==> config.mk <==
export PLATFORM = sky130hd
export DESIGN_NAME = control_sequencer
export DESIGN_NICKNAME = d
export VERILOG_FILES = /design/src/rtl/control_sequencer.sv
export SDC_FILE = /design/constraint.sdc
export NUM_CORES = 1
export LEC_CHECK = 0
export ABC_CLOCK_PERIOD_IN_PS = 1470
export BUFFER_PORTS_ARGS = -buffer_cell sky130_fd_sc_hd__buf_4
export CORE_MARGIN = 2
export CORE_UTILIZATION = 28
export DETAILED_ROUTE_END_ITERATION = 16
export GPL_ROUTABILITY_DRIVEN = 1
export PLACE_DENSITY = 0.59
export SLEW_MARGIN = 20
export SYNTH_ARGS = -nofsm -noshare
export SYNTH_HDL_FRONTEND = slang
export SYNTH_SLANG_ARGS = --single-unit
==> constraint.sdc <==
create_clock -name i_CLOCK -period 1.47 [get_ports i_CLOCK]
set_input_delay 0.0735 -clock i_CLOCK [delete_from_list [all_inputs] [get_ports i_CLOCK]]
set_output_delay 0.0735 -clock i_CLOCK [all_outputs]
set_load 0.005 [all_outputs]
==> src/rtl/control_sequencer.sv <==
// Microcoded control sequencer for the 8-bit bus CPU: a T0..T4 step counter plus a
// sticky halt flag, decoded with the IR opcode and ALU flags into the bus control word.
module control_sequencer #(
  parameter int unsigned DATA_WIDTH = 8
) (
  input  logic                  i_CLOCK,
  input  logic                  i_CLEAR,
  input  logic [DATA_WIDTH-1:0] i_IR_DATA,
  input  logic                  i_FLAG_CARRY,
  input  logic                  i_FLAG_ZERO,
  output logic                  o_PC_COUNT_ENABLE,
  output logic                  o_PC_JUMP_n,
  output logic                  o_PC_WRITE_BUS,
  output logic                  o_MAR_READ_BUS_n,
  output logic                  o_RAM_READ_BUS_n,
  output logic                  o_RAM_WRITE_BUS_n,
  output logic                  o_A_READ_BUS_n,
  output logic                  o_A_WRITE_BUS_n,
  output logic                  o_B_READ_BUS_n,
  output logic                  o_IR_READ_BUS_n,
  output logic                  o_IR_WRITE_BUS_n,
  output logic                  o_ALU_WRITE_BUS_n,
  output logic                  o_ALU_SUBTRACT,
  output logic                  o_FLAGS_READ_n,
  output logic                  o_OUT_READ_BUS,
  output logic                  o_CLOCK_HALT,
  output logic [2:0]            o_STEP
);

  typedef enum logic [2:0] {
    T0 = 3'd0,
    T1 = 3'd1,
    T2 = 3'd2,
    T3 = 3'd3,
    T4 = 3'd4
  } step_e;

  typedef enum logic [3:0] {
    OP_NOP = 4'h0,
    OP_LDA = 4'h1,
    OP_ADD = 4'h2,
    OP_SUB = 4'h3,
    OP_STA = 4'h4,
    OP_LDI = 4'h5,
    OP_JMP = 4'h6,
    OP_JC  = 4'h7,
    OP_JZ  = 4'h8,
    OP_OUT = 4'hE,
    OP_HLT = 4'hF
  } opcode_e;

  // Active-high view of every control line; polarity is applied at the ports.
  typedef struct packed {
    logic pc_count;
    logic pc_jump;
    logic pc_write;
    logic mar_read;
    logic ram_read;
    logic ram_write;
    logic a_read;
    logic a_write;
    logic b_read;
    logic ir_read;
    logic ir_write;
    logic alu_write;
    logic alu_sub;
    logic flags_read;
    logic out_read;
  } ctrl_t;

  step_e      step_q, step_d;
  logic       halt_q, halt_d;
  logic [3:0] opcode;
  logic       last_step;
  ctrl_t      ctrl;
  logic       unused_operand;

  assign opcode         = i_IR_DATA[DATA_WIDTH-1 -: 4];
  assign unused_operand = ^i_IR_DATA[DATA_WIDTH-5:0];

  // State register
  always_ff @(posedge i_CLOCK) begin
    if (i_CLEAR) begin
      step_q <= T0;
      halt_q <= 1'b0;
    end else begin
      step_q <= step_d;
      halt_q <= halt_d;
    end
  end

  // Final step of each instruction, so short instructions end early.
  always_comb begin
    last_step = 1'b0;
    case (opcode)
      OP_LDA, OP_STA:                        last_step = (step_q == T3);
      OP_ADD, OP_SUB:                        last_step = (step_q == T4);
      OP_LDI, OP_JMP, OP_JC, OP_JZ, OP_OUT:  last_step = (step_q == T2);
      OP_HLT:                                last_step = 1'b0;
      default:                               last_step = (step_q == T1);
    endcase
  end

  // Next-state logic
  always_comb begin
    step_d = step_q;
    halt_d = halt_q;
    if (!halt_q) begin
      if (step_q == T2 && opcode == OP_HLT) begin
        halt_d = 1'b1;
      end else if (last_step) begin
        step_d = T0;
      end else begin
        case (step_q)
          T0:      step_d = T1;
          T1:      step_d = T2;
          T2:      step_d = T3;
          T3:      step_d = T4;
          default: step_d = T0;
        endcase
      end
    end
  end

  // Output decode
  always_comb begin
    ctrl = '0;
    if (!i_CLEAR && !halt_q) begin
      case (step_q)
        T0: begin
          ctrl.pc_write = 1'b1;
          ctrl.mar_read = 1'b1;
        end
        T1: begin
          ctrl.ram_write = 1'b1;
          ctrl.ir_read   = 1'b1;
          ctrl.pc_count  = 1'b1;
        end
        T2: begin
          case (opcode)
            OP_LDA, OP_ADD, OP_SUB, OP_STA: begin
              ctrl.ir_write = 1'b1;
              ctrl.mar_read = 1'b1;
            end
            OP_LDI: begin
              ctrl.ir_write = 1'b1;
              ctrl.a_read   = 1'b1;
            end
            OP_JMP: begin
              ctrl.ir_write = 1'b1;
              ctrl.pc_jump  = 1'b1;
            end
            OP_JC: begin
              ctrl.ir_write = i_FLAG_CARRY;
              ctrl.pc_jump  = i_FLAG_CARRY;
            end
            OP_JZ: begin
              ctrl.ir_write = i_FLAG_ZERO;
              ctrl.pc_jump  = i_FLAG_ZERO;
            end
            OP_OUT: begin
              ctrl.a_write  = 1'b1;
              ctrl.out_read = 1'b1;
            end
            default: ;
          endcase
        end
        T3: begin
          case (opcode)
            OP_LDA: begin
              ctrl.ram_write = 1'b1;
              ctrl.a_read    = 1'b1;
            end
            OP_ADD, OP_SUB: begin
              ctrl.ram_write = 1'b1;
              ctrl.b_read    = 1'b1;
              ctrl.alu_sub   = (opcode == OP_SUB);
            end
            OP_STA: begin
              ctrl.a_write  = 1'b1;
              ctrl.ram_read = 1'b1;
            end
            default: ;
          endcase
        end
        T4: begin
          if (opcode == OP_ADD || opcode == OP_SUB) begin
            ctrl.alu_write  = 1'b1;
            ctrl.a_read     = 1'b1;
            ctrl.flags_read = 1'b1;
            ctrl.alu_sub    = (opcode == OP_SUB);
          end
        end
        default: ;
      endcase
    end
  end

  assign o_PC_COUNT_ENABLE = ctrl.pc_count;
  assign o_PC_JUMP_n       = ~ctrl.pc_jump;
  assign o_PC_WRITE_BUS    = ctrl.pc_write;
  assign o_MAR_READ_BUS_n  = ~ctrl.mar_read;
  assign o_RAM_READ_BUS_n  = ~ctrl.ram_read;
  assign o_RAM_WRITE_BUS_n = ~ctrl.ram_write;
  assign o_A_READ_BUS_n    = ~ctrl.a_read;
  assign o_A_WRITE_BUS_n   = ~ctrl.a_write;
  assign o_B_READ_BUS_n    = ~ctrl.b_read;
  assign o_IR_READ_BUS_n   = ~ctrl.ir_read;
  assign o_IR_WRITE_BUS_n  = ~ctrl.ir_write;
  assign o_ALU_WRITE_BUS_n = ~ctrl.alu_write;
  assign o_ALU_SUBTRACT    = ctrl.alu_sub;
  assign o_FLAGS_READ_n    = ~ctrl.flags_read;
  assign o_OUT_READ_BUS    = ctrl.out_read;
  assign o_CLOCK_HALT      = halt_q & ~i_CLEAR;
  assign o_STEP            = i_CLEAR ? '0 : step_q;

endmodule

=== After elaboration in Yosys (flattened, before gate mapping) ===
Index checks and enable logic that the tools add are counted.

* Flip-flop bits (word level): 4
* Input bits: 12
* Output and inout bits: 19
* Word-level logic and storage cells: 77

* Eq/ne operators: 14
* Multiplexer cells: 33
* Bitwise logic cells: 15
* Reductions and logical operators: 13

{| class="wikitable"
|+ Operator list
! cell !! number
|-
| two-way mux 1 bit || 20
|-
| equality test 4 x 3 -> 1 bit (second input constant) || 4
|-
| two-way mux 15 bit || 1
|-
| inverter 1 bit || 14
|-
| equality test 4 bit (second input constant) || 3
|-
| one-hot mux 3 bit (4 select lines) || 1
|-
| two-way mux 3 bit || 3
|-
| one-hot mux 1 bit (3 select lines) || 3
|-
| equality test 4 x 2 -> 1 bit (second input constant) || 2
|-
| one-hot mux 1 bit (2 select lines) || 4
|-
| equality test 3 x 2 -> 1 bit (second input constant) || 2
|-
| OR reduction 6 bit || 1
|-
| OR reduction 5 bit || 1
|-
| equality test 4 x 1 -> 1 bit (second input constant) || 1
|-
| one-hot mux 1 bit (4 select lines) || 1
|-
| OR reduction 2 bit || 2
|-
| OR reduction 4 bit || 1
|-
| equality test 3 x 1 -> 1 bit (second input constant) || 1
|-
| equality test 3 bit (second input constant) || 1
|-
| zero test 3 bit || 1
|-
| OR reduction 3 bit || 1
|-
| logical AND 1 bit || 2
|-
| zero test 1 bit || 2
|-
| AND reduction 2 bit || 1
|-
| other kinds (2) || 2
|}

=== Depth between registers and ports, before layout ===
* Depth after elaboration: 6
* Depth in mapped cells: 5
* Depth with buffers taken out: 4

=== Worst setup path before layout ===
No wires, ideal clock.

* Path type: register to register
* Start point: register step_q[2]
* End point: register step_q[2]
* Setup time: 0.117 ns
* Arrival time: 1.272 ns
* Data required time: 1.353 ns
* Path slack: 0.080 ns
* Stages on the path, launching flop included: 5
* Path buffers: 0
* Period minus slack after synthesis: 1.390 ns
* Cells stage by stage: dfxtp_1 -> nand3b_1 -> or3_1 -> a21o_1 -> a32o_1

* Longest elaborated chain between the ends: 4
* Elaborated cells on any way between the ends: 11
* Classes of those cells: eq/ne: 4; mux: 3; bitwise: 1; reduce/logical: 3

{| class="wikitable"
|+ RTL lines
! element !! RTL line !! source
|-
| start: declaration || 71 || <nowiki>step_e step_q, step_d;</nowiki>
|-
| start signal: assignment || 87 || <nowiki>step_q <= step_d;</nowiki>
|-
| branches (longest 4 deep; another with one-hot mux 3 bit (4 select lines)) || -- ||
|}

Several ways; the timed one is not identified.
A chain may end at the register's enable or synchronous reset.

=== Worst setup path in the final report ===
* Start point: register step_q[0]
* End point: output o_A_READ_BUS_n

* Longest elaborated chain between the ends: 4
* Elaborated cells on any way between the ends: 6
* Classes of those cells: eq/ne: 3; mux: 2; bitwise: 1

{| class="wikitable"
|+ RTL lines
! element !! RTL line !! source
|-
| equality test 3 bit or equality test 3 x 2 -> 1 bit (tied branches) || 129 || <nowiki>case (step_q)</nowiki>
|-
| one-hot mux 1 bit (3 select lines) (*) || 129 ||
|-
| two-way mux 15 bit (*) || 128 || <nowiki>if (!i_CLEAR && !halt_q) begin</nowiki>
|-
| inverter 1 bit (*) || 205 || <nowiki>assign o_A_READ_BUS_n = ~ctrl.a_read;</nowiki>
|-
| end: declaration || 17 || <nowiki>output logic o_A_READ_BUS_n,</nowiki>
|}

Mark *: on every way between the ends. The rest lies on a longest branch, timed or not.

==> results_dict.tcl <==
set metrics [dict create \
    grt_max_degree 18 \
    die_area_mm2 0.002560 \
    fin_crit_sh 1.125 \
    dieWidth_um 50.60 \
    fin_skew_ns 0.001723 \
    final_antenna_net_count 0 \
    end_kind "output port" \
    ys_ff_latch 4 \
    nets 140 \
    post_drt_wl_per_cell_um 12.31 \
    cts_buffer_depth 2 \
    dr.first_iter.drc_count 24 \
    maxCapViolCount 0 \
    power_uw 576.0 \
    drt_pass1_iterations 4 \
    io_buffers 26 \
    fin_util 0.5019 \
    finalSetupViolCount 9 \
    numCtsBuffers 3 \
    fmax_mhz 604.5 \
    cts_sinks 4 \
    status "finished with violations" \
    cts_hold_buf 0 \
    relSlewSlack 0.8228 \
    syn_area_per_cell_um2 6.756 \
    slew_violations 0 \
    netlist_area_um2 608.1 \
    wl_um 1883 \
    cts_root_buf "clkbuf_4" \
    ir_drop_mv 0.4688 \
    synthDistinctLibCells 38 \
    worstSkewPairLatency_ns 0.24 \
    startpoint_type "flip-flop" \
    dp_hpwl_um 1373 \
    cp_data_arrival_time_ns 1.58 \
    p_leak_nw 0.4355 \
    hold_violations 0 \
    setup_slack_ns -0.1843 \
    coreArea_mm2 0.002002 \
    rows 16 \
    syn-num-nets 102 \
    drive_gt1_frac 0.4683 \
    pre_cts_ws_ns -0.05101 \
    rsz0062_at_grt "true" \
    first_global_vias 688 \
    vias_per_cell 5.059 \
    seq_area_frac_synth 0.1317 \
    track_usage 0.1511 \
    num_io_pins 31 \
    holdCritPathClass "in -> reg" \
    power.density_mw_per_mm2 573.3 \
    clkTransAtPathRegs_ns 0.04 \
    insertedDiodeCount 0 \
    antenna_found_initial 0 \
    dieHeight_um 50.60 \
    ctsHtreeMaxLevel 1 \
    cts_tree "yes" \
    cp.required_ns 1.40 \
    crit_fanout 8 \
    worstMarginPinSlew_ns 0.2647 \
    area_growth_pct 65.23 \
    violations "setup timing" \
    fin_hold_ws_ns 0.07627 \
    overflow 0 \
    gp_congestion 0.7874 \
    netlist_instances 90 \
    grt_pass1_wl_um 3084 \
    start_util 0.3037 \
    yosysWarnings 0 \
    layout_min_cycle_time_ns 1.654 \
    crit_type "reg -> out" \
    num_vias 774 \
    drc 0 \
]
-- per-layer routing --
metal | vias to the layer above | wire length (um) | GRT usage
met2 | 23 | 915 | 0.2588
li1 | 394 | - | -
met3 | 0 | 96 | 0.03274
met5 | - | 0 | 0
met4 | 0 | 0 | 0.02252
met1 | 357 | 871 | 0.1968
-- kinds of logic after synthesis --
group | after synthesis | share of synthesized area
AND/OR/NAND/NOR | 55 | 0.5206
AO/OA/AOI/OAI | 17 | 0.2099
buffers and inverters | 11 | 0.09464
flip-flops | 4 | 0.1317
XOR/XNOR | 3 | 0.04322
-- flip-flops by register name (all words and copies together), names as in the netlist --
register and flops:
step_q 3, halt_q 1
-- critical path, stage by stage, from the launching register on --
cell      delay (ns)
dfxtp_4         0.39
buf_4           0.13
xor2_1          0.14
nand4b_1        0.11
a2111o_1        0.43
buf_4           0.14
-- path summary, 6_finish.rpt --
kind / end / cells past startpoint / slack, ns / startpoint
max: o_A_READ_BUS_n / 5 / -0.18 / step_q[0]
max reg2reg: step_q[0] / 5 / -0.08 / step_q[1]
min reg2reg: step_q[0] / 3 / 0.62 / halt_q
min: halt_q / 2 / 0.08 / i_CLEAR
-- through the flow --
stage	cells	area [um2]	TNS [ns]
final	153	1005	-0.5558
after global routing	153	1005	-1.133
after CTS	152	950.9	-0.3041
after detailed placement	148	892.1	-0.1767
after global placement	148	892.1	-0.06736
after floorplan	90	608.1	0
-- cell type report --
type | count | area, um2
flip-flops and latches | 4 | 90.09
inverters | 2 | 7.507
fillers | 196 | 997.2
well taps | 27 | 33.78
multi-input cells | 75 | 531.8
clock buffers | 3 | 22.52
repair buffers | 42 | 319.1
-- synthesized netlist by cell type --
cell | n | area [um2]
a32o_1 | 1 | 10.01
o31ai_2 | 1 | 12.51
a2111o_1 | 1 | 11.26
a21o_1 | 1 | 7.510
o31a_1 | 1 | 8.760
xnor2_1 | 1 | 8.760
nand3_1 | 2 | 10.01
and2b_1 | 1 | 7.510
a221o_1 | 1 | 10.01
nand2_1 | 9 | 33.78
dfxtp_1 | 4 | 80.08
clkbuf_1 | 3 | 11.26
nand3b_1 | 2 | 15.01
and2_1 | 1 | 6.260
o21ai_0 | 4 | 20.02
or3b_1 | 2 | 17.52
nor4b_1 | 2 | 17.52
nor3b_2 | 1 | 12.51
nand4b_1 | 1 | 8.760
nor3_1 | 2 | 10.01
or3_1 | 5 | 31.28
o22ai_1 | 2 | 12.51
nor2b_1 | 8 | 50.05
nor2_1 | 9 | 33.78
and3_1 | 3 | 18.77
buf_4 | 1 | 7.510
nand4_1 | 3 | 18.77
xor2_1 | 2 | 17.52
nand2b_1 | 3 | 18.77
o31ai_1 | 1 | 7.510
or2_1 | 1 | 6.260
a21oi_1 | 2 | 10.01
clkbuf_2 | 1 | 5.000
buf_6 | 1 | 11.26
buf_2 | 3 | 15.01
a41o_1 | 1 | 10.01
o211ai_1 | 1 | 7.510
inv_1 | 2 | 7.510
-- placed cells by master (no fill, tap or decap), drive strengths merged, types with 2 or more instances in the layout --
cell	instances
dfxtp	4
o22ai	2
buf	42
xor2	2
inv	2
nand3	2
nor2	9
or3b	2
and3	3
a21oi	2
o21ai	4
nand3b	2
clkbuf	3
nor2b	8
nand4	3
nor3	2
or3	5
nand2	9
nand2b	3
o31ai	2
nor4b	2
-- power by group --
part | switching (mW) | total, mW | internal, mW
combinational | 0.138 | 0.297 | 0.159
sequential | 0.0188 | 0.141 | 0.122
clock | 0.0471 | 0.139 | 0.0915
total | 0.204 | 0.576 | 0.372
-- repair_timing --
action                     in CTS  in global routing
buffers inserted                1                  1
setup endpoints to repair      14                 15
resized for setup               8                 13
pin swaps                       2                  7
No activity file was read; power rests on OpenSTA's default activity.
